`src/rtl/algo_1r2w_b90_wr_sched.sv`:
```
// Write-port scheduler for the 1R2W memory: round-robin grants up to two writers per cycle,
// keeps same-address writes out of the same cycle and registers the memory write ports.
module algo_1r2w_b90_wr_sched #(
    parameter int WIDTH   = 32,
    parameter int BITADDR = 13,
    parameter int NUMREQ  = 4,
    parameter int BITREQ  = 2
) (
    input  logic                      clk,
    input  logic                      rst,
    input  logic                      mem_ready,
    input  logic [NUMREQ-1:0]         req_vld,
    input  logic [NUMREQ*BITADDR-1:0] req_adr,
    input  logic [NUMREQ*WIDTH-1:0]   req_din,
    output logic [NUMREQ-1:0]         req_rdy,
    output logic [1:0]                write,
    output logic [2*BITADDR-1:0]      wr_adr,
    output logic [2*WIDTH-1:0]        din,
    output logic [15:0]               coll_cnt
);

    logic [BITADDR-1:0] reqAdrArr [NUMREQ];
    logic [WIDTH-1:0]   reqDinArr [NUMREQ];

    genvar gi;
    generate
        for (gi = 0; gi < NUMREQ; gi++) begin : gUnpack
            assign reqAdrArr[gi] = req_adr[gi*BITADDR +: BITADDR];
            assign reqDinArr[gi] = req_din[gi*WIDTH +: WIDTH];
        end
    endgenerate

    logic [BITREQ-1:0]  rrPtr;
    logic               found0;
    logic               found1;
    logic               deferHit;
    logic [BITREQ-1:0]  slot0Idx;
    logic [BITREQ-1:0]  slot1Idx;
    logic [BITADDR-1:0] slot0Adr;
    logic [BITREQ-1:0]  lastIdx;
    logic [BITREQ-1:0]  ptrNext;

    // Scan from rrPtr with wrap; the deferral flag is only raised while port 1 is still free,
    // since after that a requester is skipped for lack of a port, not for its address.
    always_comb begin
        int                scanIdx;
        logic [BITREQ-1:0] idx;
        found0   = 1'b0;
        found1   = 1'b0;
        deferHit = 1'b0;
        slot0Idx = '0;
        slot1Idx = '0;
        slot0Adr = '0;
        scanIdx  = 0;
        idx      = '0;
        for (int k = 0; k < NUMREQ; k++) begin
            scanIdx = int'(rrPtr) + k;
            if (scanIdx >= NUMREQ) begin
                scanIdx = scanIdx - NUMREQ;
            end
            idx = BITREQ'(scanIdx);
            if (mem_ready && req_vld[idx]) begin
                if (!found0) begin
                    found0   = 1'b1;
                    slot0Idx = idx;
                    slot0Adr = reqAdrArr[idx];
                end else if (!found1) begin
                    if (reqAdrArr[idx] != slot0Adr) begin
                        found1   = 1'b1;
                        slot1Idx = idx;
                    end else begin
                        deferHit = 1'b1;
                    end
                end
            end
        end
    end

    always_comb begin
        req_rdy = '0;
        if (!rst) begin
            if (found0) begin
                req_rdy[slot0Idx] = 1'b1;
            end
            if (found1) begin
                req_rdy[slot1Idx] = 1'b1;
            end
        end
    end

    always_comb begin
        lastIdx = found1 ? slot1Idx : slot0Idx;
        ptrNext = (lastIdx == BITREQ'(NUMREQ - 1)) ? '0 : lastIdx + 1'b1;
    end

    // Ungranted port address/data registers keep their old contents; write alone qualifies them.
    always_ff @(posedge clk or posedge rst) begin
        if (rst) begin
            rrPtr    <= '0;
            write    <= '0;
            wr_adr   <= '0;
            din      <= '0;
            coll_cnt <= '0;
        end else begin
            write <= {found1, found0};
            if (found0) begin
                wr_adr[0 +: BITADDR] <= reqAdrArr[slot0Idx];
                din[0 +: WIDTH]      <= reqDinArr[slot0Idx];
                rrPtr                <= ptrNext;
            end
            if (found1) begin
                wr_adr[BITADDR +: BITADDR] <= reqAdrArr[slot1Idx];
                din[WIDTH +: WIDTH]        <= reqDinArr[slot1Idx];
            end
            if (deferHit && coll_cnt != 16'hFFFF) begin
                coll_cnt <= coll_cnt + 16'd1;
            end
        end
    end

endmodule

```
`config.mk`:
```
export PLATFORM = sky130hd
export DESIGN_NAME = algo_1r2w_b90_wr_sched
export DESIGN_NICKNAME = d
export VERILOG_FILES = /design/src/rtl/algo_1r2w_b90_wr_sched.sv
export SDC_FILE = /design/constraint.sdc
export NUM_CORES = 1
export LEC_CHECK = 0
export CAP_MARGIN = 10
export CORE_ASPECT_RATIO = 0.75
export CORE_MARGIN = 3
export CORE_UTILIZATION = 53
export CTS_CLUSTER_SIZE = 30
export DETAILED_ROUTE_END_ITERATION = 6
export PLACE_DENSITY = 0.88
export SKIP_CTS_REPAIR_TIMING = 1
export SLEW_MARGIN = 20
export SYNTH_ARGS = -nofsm -noshare
export SYNTH_HDL_FRONTEND = slang
export SYNTH_SLANG_ARGS = --single-unit
```
`constraint.sdc`:
```
create_clock -name clk -period 10.5 [get_ports clk]
set_input_delay 1.05 -clock clk [delete_from_list [all_inputs] [get_ports clk]]
set_output_delay 1.05 -clock clk [all_outputs]
set_load 0.01 [all_outputs]
```
# Word level (Yosys, flattened, before mapping)
# Cells that the tools add are included.
# totals
regBits,110
out_inout_bits,112
# classes
bitwise,7
addsub,9
eq_ne,5
n_mux,95
order_cmp,18
n_reduce_logical,7
# op_table
cell,n
two-way mux 13 bit,17
binary-select mux 13 bit (select 2 bit),6
binary-select mux 32 bit (select 2 bit),2
two-way mux 32 bit,4
two-way mux 2 bit,24
inequality test 13 bit,3
two-way mux 1 bit,32
>= comparator 3 bit (second input constant),9
less-than comparator 2 x 3 -> 1 bit (second input constant),6
inverter 2 -> 3 bit,6
adder 16 x 1 -> 16 bit (second input constant),1
two-way mux 4 bit,4
inequality test 16 bit (second input constant),1
binary-select mux 1 bit (select 2 bit),4
subtractor 2 x 1 -> 2 bit (second input constant),4
logical AND 1 bit,7
adder 2 x 2 -> 3 bit (second input constant),2
demux 1 bit (select 2 bit),2
>= comparator 2 x 1 -> 1 bit (second input constant),2
bitwise OR 4 bit,1
adder 2 x 1 -> 3 bit (second input constant),1
>= comparator 2 x 3 -> 1 bit (second input constant),1
adder 2 x 1 -> 2 bit (second input constant),1
equality test 2 bit (second input constant),1

# Longest topological paths before layout
# Gate-level depths: netlist of run 1.
# logic_depth
depth_word,26
depth_mapped,21

# Least setup slack after synthesis of run 1
# OpenSTA, ideal clock, no wires.
# synth_path
path_kind,input-to-output
startpoint,input port req_adr[9]
endpoint,output port req_rdy[2]
slack_ps,5091
t_arrival_ps,4359
t_required_ps,9450
path_stages,16
path_buffers,4
path_cell_list,clkbuf_1 > mux4_2 > xor2_1 > or4_1 > o21ai_0 > o22ai_1 > or4_1 > and3_1 > a21oi_2 > nand4_1 > nor3b_2 > buf_4 > buf_12 > buf_8 > a2bb2oi_1 > nor2_1
# synth_via
elab_chain_cells,23
elab_cells_between_ends,50
# synth_rtl
element,line,rtl
from (decl),13,"input logic [NUMREQ*BITADDR-1:0] req_adr,"
binary-select mux 13 bit (select 2 bit),-,
two-way mux 13 bit (2 in a row),-,
two-way mux 13 bit,62,if (mem_ready && req_vld[idx]) begin
inequality test 13 bit,68,if (reqAdrArr[idx] != slot0Adr) begin
two-way mux 2 bit,68,
two-way mux 2 bit,63,if (!found0) begin
two-way mux 2 bit,62,
two-way mux 2 bit,68,
[6 not listed],-,
two-way mux 2 bit,62,
less-than comparator 2 x 3 -> 1 bit (implied by the code) / >= comparator 2 x 1 -> 1 bit (equally long branches),86,req_rdy[slot1Idx] = 1'b1;
logical AND 1 bit (implied by the code),86,
two-way mux 1 bit (implied by the code),86,
demux 1 bit (select 2 bit),86,
bitwise OR 4 bit (no source line),-,
two-way mux 4 bit (*),85,if (found1) begin
two-way mux 4 bit (*),81,if (!rst) begin
to (decl),15,"output logic [NUMREQ-1:0] req_rdy,"
# Mark *: on every way between the ends. The rest lies on a longest branch, timed or not. The select of a mux whose other input is x is not followed.

# Worst setup path after layout of run 1
# layout_path
startpoint,input port req_vld[1]
endpoint,output port req_rdy[0]
# layout_via
elab_chain_cells,23
elab_cells_between_ends,68
# layout_rtl
element,line,rtl
from (decl),12,"input logic [NUMREQ-1:0] req_vld,"
binary-select mux 1 bit (select 2 bit),62,
two-way mux 1 bit (implied by the code),62,
logical AND 1 bit,62,
two-way mux 13 bit,62,
inequality test 13 bit,68,
two-way mux 2 bit,68,
two-way mux 2 bit,63,
two-way mux 2 bit,62,
[7 not listed],-,
two-way mux 2 bit,62,
less-than comparator 2 x 3 -> 1 bit (implied by the code) / >= comparator 2 x 1 -> 1 bit (equally long branches),86,
logical AND 1 bit (implied by the code),86,
two-way mux 1 bit (implied by the code),86,
demux 1 bit (select 2 bit),86,
bitwise OR 4 bit (no source line),-,
two-way mux 4 bit (*),85,
two-way mux 4 bit (*),81,
# Marks and branches as above.

==> results of run 1 <==
## metrics by stage
stage	cells	util [%]	worst slack, ns
after floorplan	1256	-	5.09
after global routing	1724	71.7	2.74
after detailed placement	1709	70.0	3.12
after CTS	1724	71.7	3.11
final	1724	71.7	3.05
after global placement	1709	70.0	3.21
## sequential cells by signal, summed over array words and instances (netlist names)
name      flops
coll_cnt     16
wr_adr       26
rrPtr         2
din          64
write         2
## metal layers
layer | global-route usage (%) | routed length, µm | up-vias
li1 | - | - | 5012
met1 | 49.0 | 15800 | 5396
met2 | 57.9 | 17600 | 735
met3 | 10.9 | 4670 | 119
met4 | 14.3 | 1700 | 0
met5 | 0 | 0 | -
## power breakdown
part / total [mW] / internal (mW) / leakage (nW) / switching, mW
combinational: 3.33 / 1.37 / 4.43 / 1.96
sequential: 0.764 / 0.631 / 1.35 / 0.133
clock: 0.387 / 0.213 / 0.160 / 0.174
## worst max-delay path, cell delays in order
cell and delay (ns):
clkdlybuf4s50_1 0.43, mux2i_1 0.28, o22a_1 0.19, buf_4 0.31, inv_4 0.23, nor2_2 0.47, a22o_1 0.31, o22ai_1 0.08
or4_1 0.53, or4b_4 0.59, a21oi_2 0.21, o221ai_2 0.14, nor3b_4 0.22, buf_4 0.48, nand2b_1 0.10, a21oi_1 0.17
clkdlybuf4s50_1 0.55
## path summary, 6_finish.rpt
path | start | end | slack [ns] | cells after the start
max | req_vld[1] | req_rdy[0] | 3.05 | 17
min | din[27] | din[27] | 0.48 | 2
max reg2reg | rrPtr[1] | din[52] | 3.82 | 17
min reg2reg | din[27] | din[27] | 0.48 | 2
max in group asynchronous | rst | coll_cnt[14] | 7.95 | 3
min in group asynchronous | rst | din[37] | 1.18 | 2
## Yosys cell counts (21+ instances only)
cell type    n
nand2_1    325
mux2i_1    116
o21ai_0    115
dfrtp_1    110
clkbuf_1    71
nand3_1     63
o221ai_1    56
nor2_1      38
inv_1       36
mux4_2      31
xnor2_1     21
## layout make-up
| type | instances | share of cell area (%) |
|---|---|---|
| clock buffers | 9 | 1.68 |
| clock inverters | 6 | 0.747 |
| inverters | 38 | 1.10 |
| multi-input cells | 1000 | 50.4 |
| flip-flops and latches | 110 | 20.6 |
| well taps | 247 | 2.31 |
| repair buffers | 314 | 23.2 |
## cells by family (layout without fill, tap and decap cells)
family | Yosys count | count (layout) | share of synthesized area (%)
muxes | 176 | 176 | 21.7
and+or+nand+nor | 487 | 487 | 20.6
adders and majority gates | 2 | 2 | 0.246
DFF | 110 | 110 | 27.1
AOI/OAI and AO/OA | 294 | 294 | 19.7
xor gates and xnor gates | 41 | 41 | 3.53
buffers and inverters | 146 | 367 | 7.06
==> results.cfg, run 1 <==
[run_status]
status = finished clean

[placed_design]
hpwlAfterDp_um = 28600
gp_congestion = 0.980
io_buffer_count = 298
placed_cell_area_um2 = 13100

[setup_path]
cp.required_ns = 9.45
worst-setup-path-type = in2out
end_kind = output port
cp_max_fo = 36
startpoint_type = input pin
critical_path_arrival_ns = 6.40

[cells_and_area]
nets = 1662
layout_common_cells = nand2_1, clkdlybuf4s50_1, mux2i_1, o21ai_0, dfrtp_1
antenna_cells = 0
final-seq-area_um2 = 2760
syn_to_final_growth_pct = 31.7
final_common_cell = nand2_1
fill_cells = 1437
multi_input_area_um2 = 6750
final_cell_area_um2 = 13400
drive_above_1_share_pct = 7.04

[synth]
async_flop_share_pct = 100
yosys-top-cells-area = dfrtp_1, nand2_1, mux2i_1, mux4_2, o21ai_0
synth_cell_types = 75
ys_seq_area_share_pct = 27.1
yosysTopAreaCell = dfrtp_1
synth_cells = 1256
synth_fp_nets = 1445
ys_ff_latch = 110
synth_top_area_share_pct = 27.1
synthFlopType = dfrtp_1
synth_edf_count = 0
syn_area_um2 = 10200
yosys_warnings = 0
avgSynthCellArea_um2 = 8.09

[grt]
grt_max_degree = 95
grt_use_total_pct = 37.0
gr-total-overflow = 0
grt_pass1_vias = 10700
antenna_found_initial = 0
grt_pass1_wl_um = 61500

[power]
power_mw = 4.48
power_per_cell_area_nw_per_um2 = 335
leakagePower_nw = 5.94
vdd_drop_max_mv = 0.223

[sta]
max_freq_mhz = 134
max-slew-margin-rel_pct = 25.0
hold_viol_final = 0
drv_slew = 0
fin_setup_tns_ns = 0
fin_skew_ns = 0.0130
tightest_slew_ns = 1.13
post-route-min-period_ns = 7.45
rsz0062_at_grt = no
finalSetupViolations = 0
finalCritPeriodShare_pct = 71.0
hold_slack_ns = 0.483

[clocking]
path_clk_slew_ns = 0.07
cts_tree = done
cts_num_sinks = 110
htree_levels = 3
cts_buffers = 9
clock_path_buffers = 2
clock_latency_ns = 0.36
root_buffer = clkbuf_16

[flow_run]
cap_violations = 0

[drt]
first_pass_iters = 5
vias = 11300
wl_um = 39800
dr.first_iter.drc_count = 1377
routedWlPerCell_um = 23.1
drc = 0
drtAntennaViolNets = 0
vias_per_cell = 6.53

[worst_hold_path]
worst_hold_path_type = reg2reg

[floorplan]
die_area_um2 = 20900
io_pins = 299
start_util_pct = 54.5
core_um2 = 18700
fp-row-count = 43
die_w_um = 166
die_h_um = 126
Power figures use the tool's default switching activity.
==> run 2, diff against run 1 <==
--- a/config.mk
+++ b/config.mk
@@ -8,10 +8,10 @@
 export CAP_MARGIN = 10
 export CORE_ASPECT_RATIO = 0.75
 export CORE_MARGIN = 3
-export CORE_UTILIZATION = 53
+export CORE_UTILIZATION = 49
 export CTS_CLUSTER_SIZE = 30
 export DETAILED_ROUTE_END_ITERATION = 6
-export PLACE_DENSITY = 0.88
+export PLACE_DENSITY = 0.82
 export SKIP_CTS_REPAIR_TIMING = 1
 export SLEW_MARGIN = 20
 export SYNTH_ARGS = -nofsm -noshare
==> constraint.sdc (replaced) <==
create_clock -name clk -period 7.25 [get_ports clk]
set_input_delay 0.725 -clock clk [delete_from_list [all_inputs] [get_ports clk]]
set_output_delay 0.725 -clock clk [all_outputs]
set_load 0.01 [all_outputs]
==> results.cfg, run 2 (same netlist as run 1, synthesis figures left out) <==
[placed_design]
hpwlAfterDp_um = 28400
io_buffer_count = 298
gp_congestion = 1.10

[floorplan]
die_h_um = 131
start_util_pct = 51.2
die_area_um2 = 22500
core_um2 = 19900
io_pins = 299
die_w_um = 172
fp-row-count = 44

[sta]
finalSetupViolations = 0
max_freq_mhz = 160
hold_viol_final = 0
rsz0062_at_grt = no
fin_skew_ns = 0.0104
fin_setup_tns_ns = 0
post-route-min-period_ns = 6.24
max-slew-margin-rel_pct = 31.4
tightest_slew_ns = 1.03
drv_slew = 0
finalCritPeriodShare_pct = 86.0

[clocking]
path_clk_slew_ns = 0.08
root_buffer = clkbuf_16
cts_buffers = 9
clock_path_buffers = 2
htree_levels = 3
cts_num_sinks = 110
cts_tree = done
clock_latency_ns = 0.36

[setup_path]
end_kind = output port
cp_max_fo = 37
startpoint_type = flop
cp.required_ns = 6.52
worst-setup-path-type = reg2out
r2r_cells = 14
critical_path_arrival_ns = 5.51

[power]
leakagePower_nw = 5.95
vdd_drop_max_mv = 0.375
power_mw = 6.47
power_per_cell_area_nw_per_um2 = 482

[drt]
first_pass_iters = 6
routedWlPerCell_um = 22.4
vias_per_cell = 6.36
drc = 0
dr.first_iter.drc_count = 1230
wl_um = 39400
vias = 11200
drtAntennaViolNets = 0

[run_status]
status = finished clean

[cells_and_area]
layout_common_cells = nand2_1, clkdlybuf4s50_1, mux2i_1, o21ai_0, dfrtp_1
final_common_cell = nand2_1
nets = 1666
drive_above_1_share_pct = 7.29
reg.largest.list = din (64), wr_adr (26), coll_cnt (16)
regMostFlops = din
final_util_pct = 67.6
syn_to_final_growth_pct = 32.2
largest_reg_flops = 64

[grt]
grt_use_total_pct = 33.9
gr-total-overflow = 0
antenna_found_initial = 0
grt_max_degree = 95
grt_pass1_vias = 10400
grt_pass1_wl_um = 59400

[flow_run]
cap_violations = 0

[worst_hold_path]
worstHoldPathCells = 2
worst_hold_path_type = reg2reg
-- run 2: area by class of cell --
| cell class | instances | area (µm²) |
|---|---|---|
| Antenna cell | 1 | 2.50 |
| Clock buffer | 9 | 225 |
| Clock inverter | 6 | 53.8 |
| Fill cell | 1670 | 6440 |
| Inverter | 38 | 148 |
| Multi-Input combinational cell | 1000 | 6760 |
| Sequential cell | 110 | 2760 |
| Tap cell | 276 | 345 |
| Timing Repair Buffer | 318 | 3150 |
-- run 2: report_power, final --
group / switching, mW / leakage (nW) / internal [mW]
combinational: 2.84 / 4.46 / 2.00
sequential: 0.222 / 1.35 / 0.913
clock: 0.249 / 0.140 / 0.239
total: 3.32 / 5.95 / 3.16
-- run 2: worst paths after layout --
check	start	slack (ns)	to
setup / recovery	rrPtr[0]	1.01	req_rdy[0]
hold / removal	din[12]	0.48	din[12]
setup reg to reg	rrPtr[0]	1.55	wr_adr[21]
hold reg to reg	din[12]	0.48	din[12]
max in group asynchronous	rst	5.05	wr_adr[15]
min in group asynchronous	rst	0.89	din[36]
-- run 2: per-layer routing --
metal	track usage (%)	vias to the layer above	part of all wire [%]	wire, µm
met5	0	-	0	0
met4	9.29	0	2.9	1150
met3	10.9	95	12	4910
met2	52.1	751	43	17100
met1	46.6	5330	41	16200
li1	-	5007	-	-
-- run 2: critical path, stage by stage, from the launching register on --
cell and delay, ns:
dfrtp_4 0.79, buf_4 0.48, mux2_2 0.43, mux2i_4 0.36
a21oi_1 0.07, a2111oi_0 0.46, o22ai_1 0.14, or4_1 0.59
and3_1 0.27, a21oi_2 0.19, o221ai_2 0.14, nor3b_4 0.40
nand2b_1 0.09, a21oi_1 0.15, clkdlybuf4s50_1 0.55
-- run 2: per-stage QoR --
| stage | worst slack, ns | instances | instance area, µm² | hold slack [ns] |
|---|---|---|---|---|
| 2_1_floorplan | 2.49 | 1256 | 10200 | 0.515 |
| 3_3_place_gp | 1.48 | 1742 | 13200 | 0.461 |
| 3_5_place_dp | 1.38 | 1742 | 13200 | 0.470 |
| 4_1_cts | 1.12 | 1757 | 13400 | 0.487 |
| 5_1_grt | 0.690 | 1757 | 13400 | 0.514 |
| 6_report | 1.01 | 1758 | 13400 | 0.484 |
==> run 3, diff against run 2 <==
--- a/config.mk
+++ b/config.mk
@@ -5,13 +5,14 @@
 export SDC_FILE = /design/constraint.sdc
 export NUM_CORES = 1
 export LEC_CHECK = 0
+export ABC_AREA = 1
 export CAP_MARGIN = 10
 export CORE_ASPECT_RATIO = 0.75
 export CORE_MARGIN = 3
 export CORE_UTILIZATION = 49
 export CTS_CLUSTER_SIZE = 30
 export DETAILED_ROUTE_END_ITERATION = 6
-export PLACE_DENSITY = 0.82
+export PLACE_DENSITY = 0.83
 export SKIP_CTS_REPAIR_TIMING = 1
 export SLEW_MARGIN = 20
 export SYNTH_ARGS = -nofsm -noshare
==> results.cfg, run 3 <==
[grt]
antenna_found_initial = 0
grt_max_degree = 92
grt_pass1_vias = 11300
grt_use_total_pct = 34.4
gr-total-overflow = 0
grt_pass1_wl_um = 60800

[sta]
finalCritPeriodShare_pct = 86.5
setup_ws_ns = 0.981
post-route-min-period_ns = 6.27
rsz0062_at_grt = no
fin_setup_tns_ns = 0
hold_slack_ns = 0.483
drv_slew = 0
max_freq_mhz = 160
hold_viol_final = 0
max-slew-margin-rel_pct = 29.6
fin_skew_ns = 0.0124
finalSetupViolations = 0
tightest_slew_ns = 1.06

[cells_and_area]
antenna_cells = 0
regMostFlops = din
final-seq-area_um2 = 2750
fill_cells = 1777
multi_input_area_um2 = 6390
layout_common_cells = nand2_1, clkdlybuf4s50_1, nand3_1, dfrtp_1, inv_1
final_common_cell = nand2_1
final_util_pct = 67.1
drive_above_1_share_pct = 4.03
largest_reg_flops = 64
nets = 2146
syn_to_final_growth_pct = 31.6
reg.largest.list = din (64), wr_adr (26), coll_cnt (16)

[setup_path]
critical_path_arrival_ns = 5.54
worst-setup-path-type = reg2out
cp.required_ns = 6.52
cp_max_fo = 41
r2r_cells = 23
startpoint_type = flop
end_kind = output port

[synth]
yosys-top-cells-area = nand2_1, dfrtp_1, nand3_1, o21ai_0, inv_1
yosys-top-cells-count = nand2_1, nand3_1, dfrtp_1, inv_1, o21ai_0
synthFlopType = dfrtp_1
avgSynthCellArea_um2 = 5.81
ys_seq_area_share_pct = 27.3
synth_cell_types = 43
synth_top_family_by_area = simple AND/OR/NAND/NOR gates
synth_adder_area_share_pct = 0.248
syn_area_um2 = 10100
synth_mux_area_share_pct = 0.199
yosys.area_share.simple_pct = 48.9
yosysTopAreaCell = nand2_1
synth_top_area_share_pct = 34.0
synth_edf_count = 0
synth_cells = 1736
synth_compound_area_share_pct = 11.5
synth.most_common_cell = nand2_1
yosys.area_share.xor_xnor_pct = 2.00
synth_fp_nets = 1925
yosys_warnings = 0
ys_ff_latch = 110
async_flop_share_pct = 100

[power]
vdd_drop_max_mv = 0.490
power_mw = 7.20
leakagePower_nw = 6.70
power_per_cell_area_nw_per_um2 = 543

[clocking]
root_buffer = clkbuf_16
cts_buffers = 9
clock_path_buffers = 2
cts_num_sinks = 110
clock_latency_ns = 0.36
htree_levels = 3
cts_tree = done
path_clk_slew_ns = 0.09

[worst_hold_path]
worstHoldPathCells = 2
worst_hold_path_type = reg2reg

[placed_design]
io_buffer_count = 298
gp_congestion = 0.926
hpwlAfterDp_um = 28200
pre_cts_slack_ns = 1.43

[drt]
wl_um = 39800
first_pass_iters = 6
routedWlPerCell_um = 18.0
dr.first_iter.drc_count = 1523
vias = 12400
drc = 0
drtAntennaViolNets = 0
vias_per_cell = 5.62

[floorplan]
start_util_pct = 51.0
core_um2 = 19800
die_h_um = 130
io_pins = 299
fp-row-count = 44
die_w_um = 172
die_area_um2 = 22400

[flow_run]
cap_violations = 0

[run_status]
status = finished clean
-- run 3: cell type report --
| type | count | area share, % |
|---|---|---|
| clock buffers | 9 | 1.70 |
| flip-flops and latches | 110 | 20.8 |
| repair buffers | 314 | 23.4 |
| well taps | 253 | 2.39 |
| clock inverters | 7 | 0.754 |
| multi-input cells | 1421 | 48.1 |
| inverters | 101 | 2.88 |
-- run 3: critical path, cell delays in order (launching register included) --
cell and delay (ns):
dfrtp_2 0.61, inv_2 0.54, nand2_1 0.13, nand2_2 0.52
nor2_1 0.15, nor2_4 0.30, nand3_1 0.19, nand3_1 0.13
nand2_1 0.06, nor2_1 0.12, nand2_1 0.09, nor2_1 0.09
nand2_1 0.08, nand2_1 0.13, nand2_1 0.08, nand2_2 0.09
nand2_2 0.10, o21ai_4 0.63, buf_4 0.35, a21oi_1 0.09
nor2_1 0.12, clkdlybuf4s50_1 0.55
-- run 3: cells by family after synthesis --
family | Yosys count
XOR/XNOR | 23
flip-flops | 110
AO/OA/AOI/OAI | 192
buffers and inverters | 205
adder cells (fa/ha/maj) | 2
AND/OR/NAND/NOR | 1202
multiplexers | 2
-- run 3: final timing paths --
check                              start    endpoint  slack (ns)
worst min-delay path             din[48]     din[48]        0.48
min in group asynchronous            rst     din[51]        1.06
worst min register to register   din[48]     din[48]        0.48
worst max-delay path            rrPtr[0]  req_rdy[2]        0.98
max in group asynchronous            rst   wr_adr[8]        4.90
worst max register to register  rrPtr[0]    rrPtr[1]        2.13
-- run 3: layer usage --
layer | vias to the layer above | part of all wire (%) | track usage (%)
li1 | 5972 | - | -
met1 | 5639 | 42 | 47.0
met2 | 723 | 44 | 53.9
met3 | 107 | 10 | 6.75
met4 | 0 | 3.8 | 13.8
met5 | - | 0 | 0
-- run 3: stage by stage --
step,area [µm²],std cells
6_report,13300,2215
5_1_grt,13300,2215
4_1_cts,13300,2215
3_5_place_dp,12900,2199
3_3_place_gp,12900,2199
2_1_floorplan,10100,1736
-- run 3: where the power goes --
group          internal (mW)  switching (mW)  leakage, nW
Combinational           1.90            3.65         5.20
Sequential             0.920           0.180         1.33
Clock                  0.281           0.276        0.158
